### src/rtl/kofn_persist_detector.sv
// K-of-N vote detector: popcount of a valid sample compared against a runtime
// target (exact / at-least / at-most), qualified by a consecutive-match run counter.
module kofn_persist_detector #(
  parameter int N  = 5,
  parameter int CW = $clog2(N+1),
  parameter int HW = 4
) (
  input  logic          clk,
  input  logic          rst_n,
  input  logic [N-1:0]  in_vec,
  input  logic          in_valid,
  input  logic [CW-1:0] k_target,
  input  logic [1:0]    mode,
  input  logic [HW-1:0] hold_cycles,
  input  logic          clear_sticky,
  output logic [CW-1:0] count_out,
  output logic          match_out,
  output logic          match_valid,
  output logic          match_seen
);

  localparam logic [1:0] MODE_EXACT   = 2'b00;
  localparam logic [1:0] MODE_ATLEAST = 2'b01;
  localparam logic [1:0] MODE_ATMOST  = 2'b10;

  logic [CW-1:0] pop_d;
  logic [CW-1:0] cnt1_q;
  logic          v1_q;
  logic [HW-1:0] run_q, run_d;
  logic [CW-1:0] count_q;
  logic          match_q, match_d;
  logic          valid_q;
  logic          seen_q;
  logic          cond;
  logic [HW:0]   hold_eff;

  always_comb begin
    pop_d = '0;
    for (int i = 0; i < N; i++) begin
      pop_d = pop_d + CW'(in_vec[i]);
    end
  end

  // Reserved mode never matches, which also clears any run in progress.
  always_comb begin
    cond = 1'b0;
    case (mode)
      MODE_EXACT:   cond = (cnt1_q == k_target);
      MODE_ATLEAST: cond = (cnt1_q >= k_target);
      MODE_ATMOST:  cond = (cnt1_q <= k_target);
      default:      cond = 1'b0;
    endcase
  end

  always_comb begin
    run_d = '0;
    if (cond) begin
      run_d = (run_q == {HW{1'b1}}) ? run_q : run_q + HW'(1);
    end
    hold_eff = (hold_cycles == '0) ? (HW+1)'(1) : {1'b0, hold_cycles};
    match_d  = cond && ({1'b0, run_d} >= hold_eff);
  end

  always_ff @(posedge clk) begin
    if (!rst_n) begin
      cnt1_q  <= '0;
      v1_q    <= 1'b0;
      run_q   <= '0;
      count_q <= '0;
      match_q <= 1'b0;
      valid_q <= 1'b0;
      seen_q  <= 1'b0;
    end else begin
      cnt1_q  <= pop_d;
      v1_q    <= in_valid;
      valid_q <= v1_q;
      if (v1_q) begin
        run_q   <= run_d;
        match_q <= match_d;
        count_q <= cnt1_q;
      end
      // A rising match outranks a clear on the same edge.
      if (v1_q && match_d && !match_q) begin
        seen_q <= 1'b1;
      end else if (clear_sticky) begin
        seen_q <= 1'b0;
      end
    end
  end

  assign count_out   = count_q;
  assign match_out   = match_q;
  assign match_valid = valid_q;
  assign match_seen  = seen_q;

endmodule

### config.mk
export PLATFORM = sky130hd
export DESIGN_NAME = kofn_persist_detector
export DESIGN_NICKNAME = d
export VERILOG_FILES = /design/src/rtl/kofn_persist_detector.sv
export SDC_FILE = /design/constraint.sdc
export NUM_CORES = 1
export LEC_CHECK = 0
export BUFFER_PORTS_ARGS = -buffer_cell sky130_fd_sc_hd__buf_2
export CORE_ASPECT_RATIO = 0.7
export CORE_UTILIZATION = 45
export CTS_CLUSTER_DIAMETER = 120
export DETAILED_ROUTE_END_ITERATION = 7
export PLACE_DENSITY = 0.73
export SYNTH_ARGS = -nofsm -noshare
export SYNTH_HDL_FRONTEND = slang
export SYNTH_SLANG_ARGS = --single-unit
export TNS_END_PERCENT = 1
### constraint.sdc
create_clock -name clk -period 2.9 [get_ports clk]
set_input_delay 0.58 -clock clk [delete_from_list [all_inputs] [get_ports clk]]
set_output_delay 0.58 -clock clk [all_outputs]
set_load 0.03 [all_outputs]
==> insert_results.sql, run 1 <==
INSERT INTO impl_metrics (metric_group, metric, value, unit) VALUES
('clock_tree', 'cts_inserted_buffers', '3', ''),
('clock_tree', 'cts.sink_count', '14', ''),
('layout', 'final_cells', '142', ''),
('timing', 'clock-skew-final', '5.71', 'ps'),
('grt', 'grt.met1_usage', '21.5', '%'),
('detailed_routing', 'ant_nets', '0', ''),
('die', 'design.die.area', '0.00212', 'mm²'),
('die', 'initial_core_utilization', '51.4', '%'),
('layout', 'post_route_cells_drive_above_1_share', '27.3', '%'),
('place', 'port_buffers', '23', ''),
('layout', 'area.growth.synth_to_final', '19.8', '%'),
('grt', 'largest_net_degree_at_the_start_of_global_routing', '15', ''),
('timing', 'number_of_failing_hold_endpoints_at_the_final_stage', '0', ''),
('critical_path', 'r2r_slack', '330', 'ps'),
('clock_tree', 'cts.htree.levels', '1', ''),
('yosys', 'synth_sequential_area_ratio', '32.1', '%'),
('timing', 'timing.final.crit_share', '91.2', '%'),
('detailed_routing', 'drt_first_iter_violations', '4', ''),
('layout', 'finalNetCount', '151', ''),
('critical_path', 'crit-reg2reg-capture', 'match_seen$_SDFFE_PN0P_', ''),
('critical_path', 'cpPeakStageDelay', '420', 'ps'),
('place', 'placedCellCount', '138', ''),
('critical_path', 'crit_path_top_delay_cell', 'sky130_fd_sc_hd__mux2i_1', ''),
('power_and_ir_drop', 'max-vdd-ir-drop', '0.330', 'mV'),
('yosys', 'proportion_of_synthesized_flip_flops_having_asynchronous_set_or_reset', '0', '%'),
('clock_tree', 'clock_pin_slew_on_the_worst_setup_and_hold_paths', '80', 'ps'),
('die', 'number_of_ports_placed_on_the_die_boundary', '24', ''),
('clock_tree', 'clk-insertion-delay-late', '270', 'ps'),
('yosys', 'post_synth_instance_area', '872', 'µm²'),
('yosys', 'synthMostInstantiatedCell', 'sky130_fd_sc_hd__dfxtp_1', ''),
('clock_tree', 'tritoncts_clock_tree', 'built', ''),
('place', 'place.gp.congestion', '0.765', ''),
('yosys', 'ys_types', '30', ''),
('clock_tree', 'clock_tree_buffer_depth', '2', ''),
('power_and_ir_drop', 'p_int', '0.327', 'mW'),
('yosys', 'synthTopCellsByArea', 'sky130_fd_sc_hd__dfxtp_1 32%, sky130_fd_sc_hd__ha_1 13%, sky130_fd_sc_hd__mux2i_1 5.7%, sky130_fd_sc_hd__fa_1 4.6%, sky130_fd_sc_hd__nand2_1 3.9%', ''),
('critical_path', 'required', '3070', 'ps'),
('layout', 'post-route-cell-area', '0.00104', 'mm²'),
('yosys', 'synth_area_leader_cell', 'sky130_fd_sc_hd__dfxtp_1', ''),
('clock_tree', 'postCtsSetupBuffers', '0', ''),
('hold_path', 'hold_path_class', 'register to register', ''),
('critical_path', 'reg2regPathDepth', '11', ''),
('clock_tree', 'root_buffer', 'sky130_fd_sc_hd__clkbuf_4', ''),
('critical_path', 'timing.critical_path.from', 'k_target[1]', ''),
('detailed_routing', 'routed_via_density', '5.07', ''),
('timing', 'worst-slew-pin-transition', '542', 'ps'),
('die', 'placement_rows', '12', ''),
('detailed_routing', 'num_vias', '720', ''),
('yosys', 'dominantRegCellSynth', 'sky130_fd_sc_hd__dfxtp_1', ''),
('grt', 'global_route.usage.met2', '29.2', '%'),
('timing', 'slew-limit-headroom', '63.8', '%'),
('die', 'die_y', '38.8', 'µm'),
('grt', 'globalRoute.busiestLayer', 'met2', ''),
('detailed_routing', 'totalWireLength', '1510', 'µm'),
('power_and_ir_drop', 'p_leak', '0.510', 'nW'),
('critical_path', 'critical_path.max_fanout', '4', ''),
('detailed_routing', 'remaining_drc_errors', '0', ''),
('power_and_ir_drop', 'p_seq_share', '46.8', '%'),
('layout', 'postLayoutCoreUtil', '61.6', '%'),
('run_status', 'status', 'completed', ''),
('timing', 'worst_hold_slack', '473', 'ps'),
('yosys', 'post_synthesis_net_count', '125', ''),
('yosys', 'synth_warnings', '0', ''),
('yosys', 'synth_enable_flop_cells', '0', ''),
('critical_path', 'endpoint_kind', 'register', ''),
('critical_path', 'crit_path_frequent_cell', 'sky130_fd_sc_hd__ha_1', ''),
('detailed_routing', 'routedWlPerCell', '10.7', 'µm'),
('place', 'detailedPlacementHpwl', '1240', 'µm'),
('job', 'max-cap-violations', '0', ''),
('yosys', 'synth.ff_latch_count', '14', ''),
('grt', 'vias_in_the_first_global_route', '622', '');
==> cell usage in the layout, fill, tap and decap left out, types with 3 or more instances in the layout <==
cell and n:
sky130_fd_sc_hd__a21boi_1 4, sky130_fd_sc_hd__a21oi_1 3, sky130_fd_sc_hd__and2_1 5, sky130_fd_sc_hd__buf_2 23
sky130_fd_sc_hd__clkbuf_4 3, sky130_fd_sc_hd__dfxtp_1 14, sky130_fd_sc_hd__ha_1 9, sky130_fd_sc_hd__inv_1 7
sky130_fd_sc_hd__mux2i_1 5, sky130_fd_sc_hd__nand2_1 9, sky130_fd_sc_hd__nand2b_1 3, sky130_fd_sc_hd__nand3b_1 3
sky130_fd_sc_hd__nor2_1 6, sky130_fd_sc_hd__nor2b_1 3, sky130_fd_sc_hd__nor3_1 3
==> state kept, by name, summed over array words and instances, names as in the netlist <==
signal / flops
cnt1_q: 3
count_out: 3
match_out: 1
match_seen: 1
match_valid: 1
run_q: 4
v1_q: 1
==> power groups by stage <==
| stage | registers [mW] | logic, mW | clock network, mW |
|---|---|---|---|
| floorplan | 0.216 | 0.0701 | 0 |
| finish | 0.211 | 0.104 | 0.136 |
| global placement | 0.215 | 0.102 | 0 |
| detailed placement | 0.215 | 0.105 | 0 |
| global route | 0.212 | 0.118 | 0.151 |
| CTS | 0.211 | 0.106 | 0.141 |
==> critical path, delay by kind of cell <==
family | cells | cell delay [ps]
compound gates | 3 | 640
simple gates | 5 | 560
mux | 1 | 420
buf+inv | 2 | 100
fa+ha+maj | 2 | 510
==> metrics by stage <==
stage	TNS [ps]	power [mW]	worst slack (ps)
2_1_floorplan	0	0.286	172
3_3_place_gp	0	0.317	0.299
3_5_place_dp	-81.8	0.320	-45.7
4_1_cts	0	0.457	247
5_1_grt	0	0.481	111
6_report	0	0.450	256
==> cells by family after synthesis <==
| family | count (synthesis) | synth area share [%] |
|---|---|---|
| multiplexers | 5 | 5.74 |
| flip-flops | 14 | 32.1 |
| AND/OR/NAND/NOR | 40 | 25.4 |
| adder cells (fa/ha/maj) | 11 | 17.5 |
| XOR/XNOR | 1 | 1.00 |
| buffers and inverters | 10 | 4.45 |
| AO/OA/AOI/OAI | 15 | 13.8 |
==> how the worst min path moves through the flow <==
stage,from,end,slack [ps],cells after the start
finish,match_seen$_SDFFE_PN0P_,match_seen$_SDFFE_PN0P_,470,2
floorplan,run_q[1]$_SDFFE_PN0P_,run_q[1]$_SDFFE_PN0P_,460,2
global placement,match_seen$_SDFFE_PN0P_,match_seen$_SDFFE_PN0P_,460,2
global route,in_valid,v1_q$_SDFF_PN0_,490,2
CTS,match_seen$_SDFFE_PN0P_,match_seen$_SDFFE_PN0P_,480,2
detailed placement,match_seen$_SDFFE_PN0P_,match_seen$_SDFFE_PN0P_,460,2
==> cell type report <==
cell class                      instances  area [µm²]
Tap cell                               21        26.3
Inverter                                7        26.3
Clock buffer                            4        36.3
Sequential cell                        14         280
Fill cell                             168         652
Multi-Input combinational cell         72         553
Timing Repair Buffer                   24         123
==> layer usage <==
| metal | vias to the layer above | share of wire [%] |
|---|---|---|
| met2 | 15 | 43 |
| met4 | 0 | 0.66 |
| met1 | 322 | 52 |
| met5 | - | 0 |
| li1 | 381 | - |
| met3 | 2 | 4.5 |
(Power assumes the default switching activity.)
==> inputs of run 2 (changes only) <==
==> config.mk (replaced) <==
export PLATFORM = sky130hd
export DESIGN_NAME = kofn_persist_detector
export DESIGN_NICKNAME = d
export VERILOG_FILES = /design/src/rtl/kofn_persist_detector.sv
export SDC_FILE = /design/constraint.sdc
export NUM_CORES = 1
export LEC_CHECK = 0
export CORE_MARGIN = 3
export CORE_UTILIZATION = 50
export CTS_CLUSTER_DIAMETER = 120
export DETAILED_ROUTE_END_ITERATION = 7
export DONT_BUFFER_PORTS = 1
export PLACE_DENSITY = 0.68
export SYNTH_ARGS = -nofsm -noshare
export SYNTH_HDL_FRONTEND = slang
export SYNTH_SLANG_ARGS = --single-unit
export TNS_END_PERCENT = 1
==> run 2 against run 1 <==
Against the previous run:
- global-route usage is 2.4 points lower
- die area up 7.6%
- clock-buffer cell count fell by 1
- non-clock buffer count fell by 23
- sequential power up 2%
- critical path depth decreased by 1
- final area decreased by 13%
- via count is 11% lower
- wire length is 6.4% lower
- highest routed layer unchanged
==> insert_results.sql, run 2 (synthesis results as in run 1) <==
INSERT INTO impl_metrics (metric_group, metric, value, unit) VALUES
('run_status', 'status', 'completed', ''),
('die', 'die_y', '47.8', 'µm'),
('die', 'initial_core_utilization', '55.3', '%'),
('clock_tree', 'ctsResizeCount', '0', ''),
('detailed_routing', 'remaining_drc_errors', '0', ''),
('clock_tree', 'postCtsSetupBuffers', '0', ''),
('clock_tree', 'clk-insertion-delay-late', '280', 'ps'),
('timing', 'clock-skew-final', '8.93', 'ps'),
('clock_tree', 'clock_tree_buffer_depth', '2', ''),
('die', 'design.die.area', '0.00228', 'mm²'),
('layout', 'multiInputGateArea', '553', 'µm²'),
('die', 'die_w', '47.8', 'µm'),
('critical_path', 'endpoint_kind', 'register', ''),
('critical_path', 'cp_top_family', 'compound AO/OA/AOI/OAI gates', ''),
('power_and_ir_drop', 'p_leak', '0.403', 'nW'),
('layout', 'register_area', '280', 'µm²'),
('layout', 'most_flops_register', 'run_q', ''),
('clock_tree', 'cts_inserted_buffers', '3', ''),
('detailed_routing', 'totalWireLength', '1420', 'µm'),
('critical_path', 'worstPathBufferInverterCount', '1', ''),
('critical_path', 'required', '3060', 'ps'),
('timing', 'period_minus_slack', '2600', 'ps'),
('die', 'placement_rows', '14', ''),
('timing', 'worst-slew-pin-transition', '533', 'ps'),
('layout', 'fill_cells', '148', ''),
('timing', 'final-max-slew-violation-count', '0', ''),
('detailed_routing', 'num_vias', '641', ''),
('power_and_ir_drop', 'p_seq_share', '53.6', '%'),
('timing', 'worst_hold_slack', '419', 'ps'),
('timing', 'final.setup.tns', '0', 'ps'),
('power_and_ir_drop', 'p_int', '0.291', 'mW'),
('detailed_routing', 'drt_first_iter_violations', '9', ''),
('layout', 'antenna_cells_inserted', '0', ''),
('layout', 'finalNetCount', '128', ''),
('grt', 'vias_in_the_first_global_route', '578', ''),
('critical_path', 'crit_path_cell_trace', 'inv_1 > ha_1 > a21oi_1 > mux2i_1 > nor2_4 > nand2_1 > ha_1 > nand2b_1 > a2111oi_0 > nor3_1 > nand4b_1 > a21boi_1', ''),
('layout', 'postLayoutCoreUtil', '57.7', '%'),
('layout', 'area.growth.synth_to_final', '4.30', '%'),
('critical_path', 'crit_path_top_delay_cell', 'sky130_fd_sc_hd__mux2i_1', ''),
('critical_path', 'crit_type', 'input port to register', ''),
('timing', 'finalSetupViolCount', '0', ''),
('power_and_ir_drop', 'pwr_density_cell', '442', 'mW/mm²'),
('layout', 'post-route-cell-area', '910', 'µm²'),
('place', 'place.gp.congestion', '0.789', ''),
('power_and_ir_drop', 'max-vdd-ir-drop', '0.272', 'mV'),
('timing', 'max_clock_freq', '384', 'MHz'),
('critical_path', 'crit_path_frequent_cell', 'sky130_fd_sc_hd__ha_1', ''),
('detailed_routing', 'routed_via_density', '5.67', ''),
('place', 'port_buffers', '0', ''),
('critical_path', 'cpPeakStageDelay', '420', 'ps'),
('grt', 'globalRouteTotalUtil', '15.3', '%'),
('grt', 'global_route_wire_length_before_repair', '2410', 'µm'),
('timing', 'slew-limit-headroom', '64.4', '%'),
('grt', 'grt_antenna_before_repair', '0', ''),
('job', 'max-cap-violations', '0', ''),
('critical_path', 'critical_path.max_fanout', '4', ''),
('hold_path', 'hold_path_class', 'input port to register', ''),
('detailed_routing', 'routedWlPerCell', '12.5', 'µm'),
('critical_path', 'worst_ep_arrival_time', '2760', 'ps'),
('layout', 'post_route_cells_drive_above_1_share', '9.28', '%'),
('grt', 'largest_net_degree_at_the_start_of_global_routing', '15', ''),
('power_and_ir_drop', 'sw_frac_of_total', '27.8', '%'),
('clock_tree', 'cts.sink_count', '14', ''),
('clock_tree', 'tritoncts_clock_tree', 'built', ''),
('clock_tree', 'cts.htree.levels', '1', ''),
('grt', 'grt.overflow.total', '0', ''),
('layout', 'final_cells', '113', ''),
('detailed_routing', 'ant_nets', '0', ''),
('timing', 'rsz_0062_raised_after_global_routing', 'false', ''),
('layout', 'mostFrequentLayoutCells', '14 x sky130_fd_sc_hd__dfxtp_1, 9 x sky130_fd_sc_hd__nand2_1, 9 x sky130_fd_sc_hd__ha_1', ''),
('critical_path', 'r2r_slack', '310', 'ps'),
('timing', 'number_of_failing_hold_endpoints_at_the_final_stage', '0', ''),
('clock_tree', 'root_buffer', 'sky130_fd_sc_hd__clkbuf_4', ''),
('die', 'number_of_ports_placed_on_the_die_boundary', '24', ''),
('detailed_routing', 'first_pass_iters', '4', ''),
('layout', 'final_common_cell', 'sky130_fd_sc_hd__dfxtp_1', ''),
('place', 'detailedPlacementHpwl', '1150', 'µm'),
('die', 'core_area', '0.00158', 'mm²'),
('power_and_ir_drop', 'switchingPower', '0.112', 'mW'),
('power_and_ir_drop', 'power.share.clock', '25.9', '%'),
('critical_path', 'start_kind', 'input port', ''),
('clock_tree', 'clock_pin_slew_on_the_worst_setup_and_hold_paths', '70', 'ps'),
('layout', 'largest_register_ffs', '4', ''),
('place', 'placedCellCount', '110', ''),
('clock_tree', 'cts.hold.buffers_added', '0', ''),
('timing', 'timing.final.crit_share', '89.7', '%'),
('place', 'placement_cell_area', '887', 'µm²'),
('power_and_ir_drop', 'power.share.combinational', '20.5', '%');
## run 2: cell count changes in the layout (fill, tap and decap cells not counted)
cell | previous run | this run
sky130_fd_sc_hd__buf_2 | 23 | 0
sky130_fd_sc_hd__clkbuf_8 | 1 | 0
## run 2: power groups by stage
stage / clock [mW] / combinational, mW / sequential (mW)
2_1_floorplan: 0 / 0.0701 / 0.216
3_3_place_gp: 0 / 0.0791 / 0.221
3_5_place_dp: 0 / 0.0830 / 0.221
4_1_cts: 0.108 / 0.0840 / 0.216
5_1_grt: 0.119 / 0.0949 / 0.218
6_report: 0.104 / 0.0823 / 0.216
## run 2: final timing paths
path | start | end | cells past startpoint
setup / recovery | k_target[1] | match_seen$_SDFFE_PN0P_ | 12
setup reg to reg | cnt1_q[1]$_SDFF_PN0_ | match_seen$_SDFFE_PN0P_ | 11
hold / removal | rst_n | run_q[2]$_SDFFE_PN0P_ | 2
hold reg to reg | run_q[1]$_SDFFE_PN0P_ | run_q[1]$_SDFFE_PN0P_ | 2
## run 2: final cells by class
class	count	area share (%)
multi-input combinational	72	60.8
sequential	14	30.8
inverter	7	2.89
clock buffer	3	2.48
tap	16	2.20
timing repair buffer	1	0.825
## run 2: metrics by stage
stage	setup slack, ps	power [mW]
2_1_floorplan	172	0.286
6_report	299	0.402
3_5_place_dp	-1.49	0.304
3_3_place_gp	83.3	0.300
4_1_cts	289	0.408
5_1_grt	45.8	0.432
## run 2: worst register-to-register path: stages, from the launching register on
cell	delay (ps)
sky130_fd_sc_hd__dfxtp_1	320
sky130_fd_sc_hd__ha_1	280
sky130_fd_sc_hd__a21oi_1	190
sky130_fd_sc_hd__mux2i_1	420
sky130_fd_sc_hd__nor2_4	90
sky130_fd_sc_hd__nand2_1	90
sky130_fd_sc_hd__ha_1	230
sky130_fd_sc_hd__nand2b_1	140
sky130_fd_sc_hd__a2111oi_0	380
sky130_fd_sc_hd__nor3_1	150
sky130_fd_sc_hd__nand4b_1	120
sky130_fd_sc_hd__a21boi_1	80
## run 2: per-layer routing
| layer | part of all wire (%) | routed length (µm) | global-route usage, % | vias to the layer above |
|---|---|---|---|---|
| met5 | 0 | 0 | 0 | - |
| met4 | 1.8 | 26 | 8.06 | 0 |
| met3 | 6.6 | 93 | 4.51 | 4 |
| met2 | 42 | 593 | 21.9 | 20 |
| met1 | 50 | 703 | 20.6 | 280 |
| li1 | - | - | - | 337 |
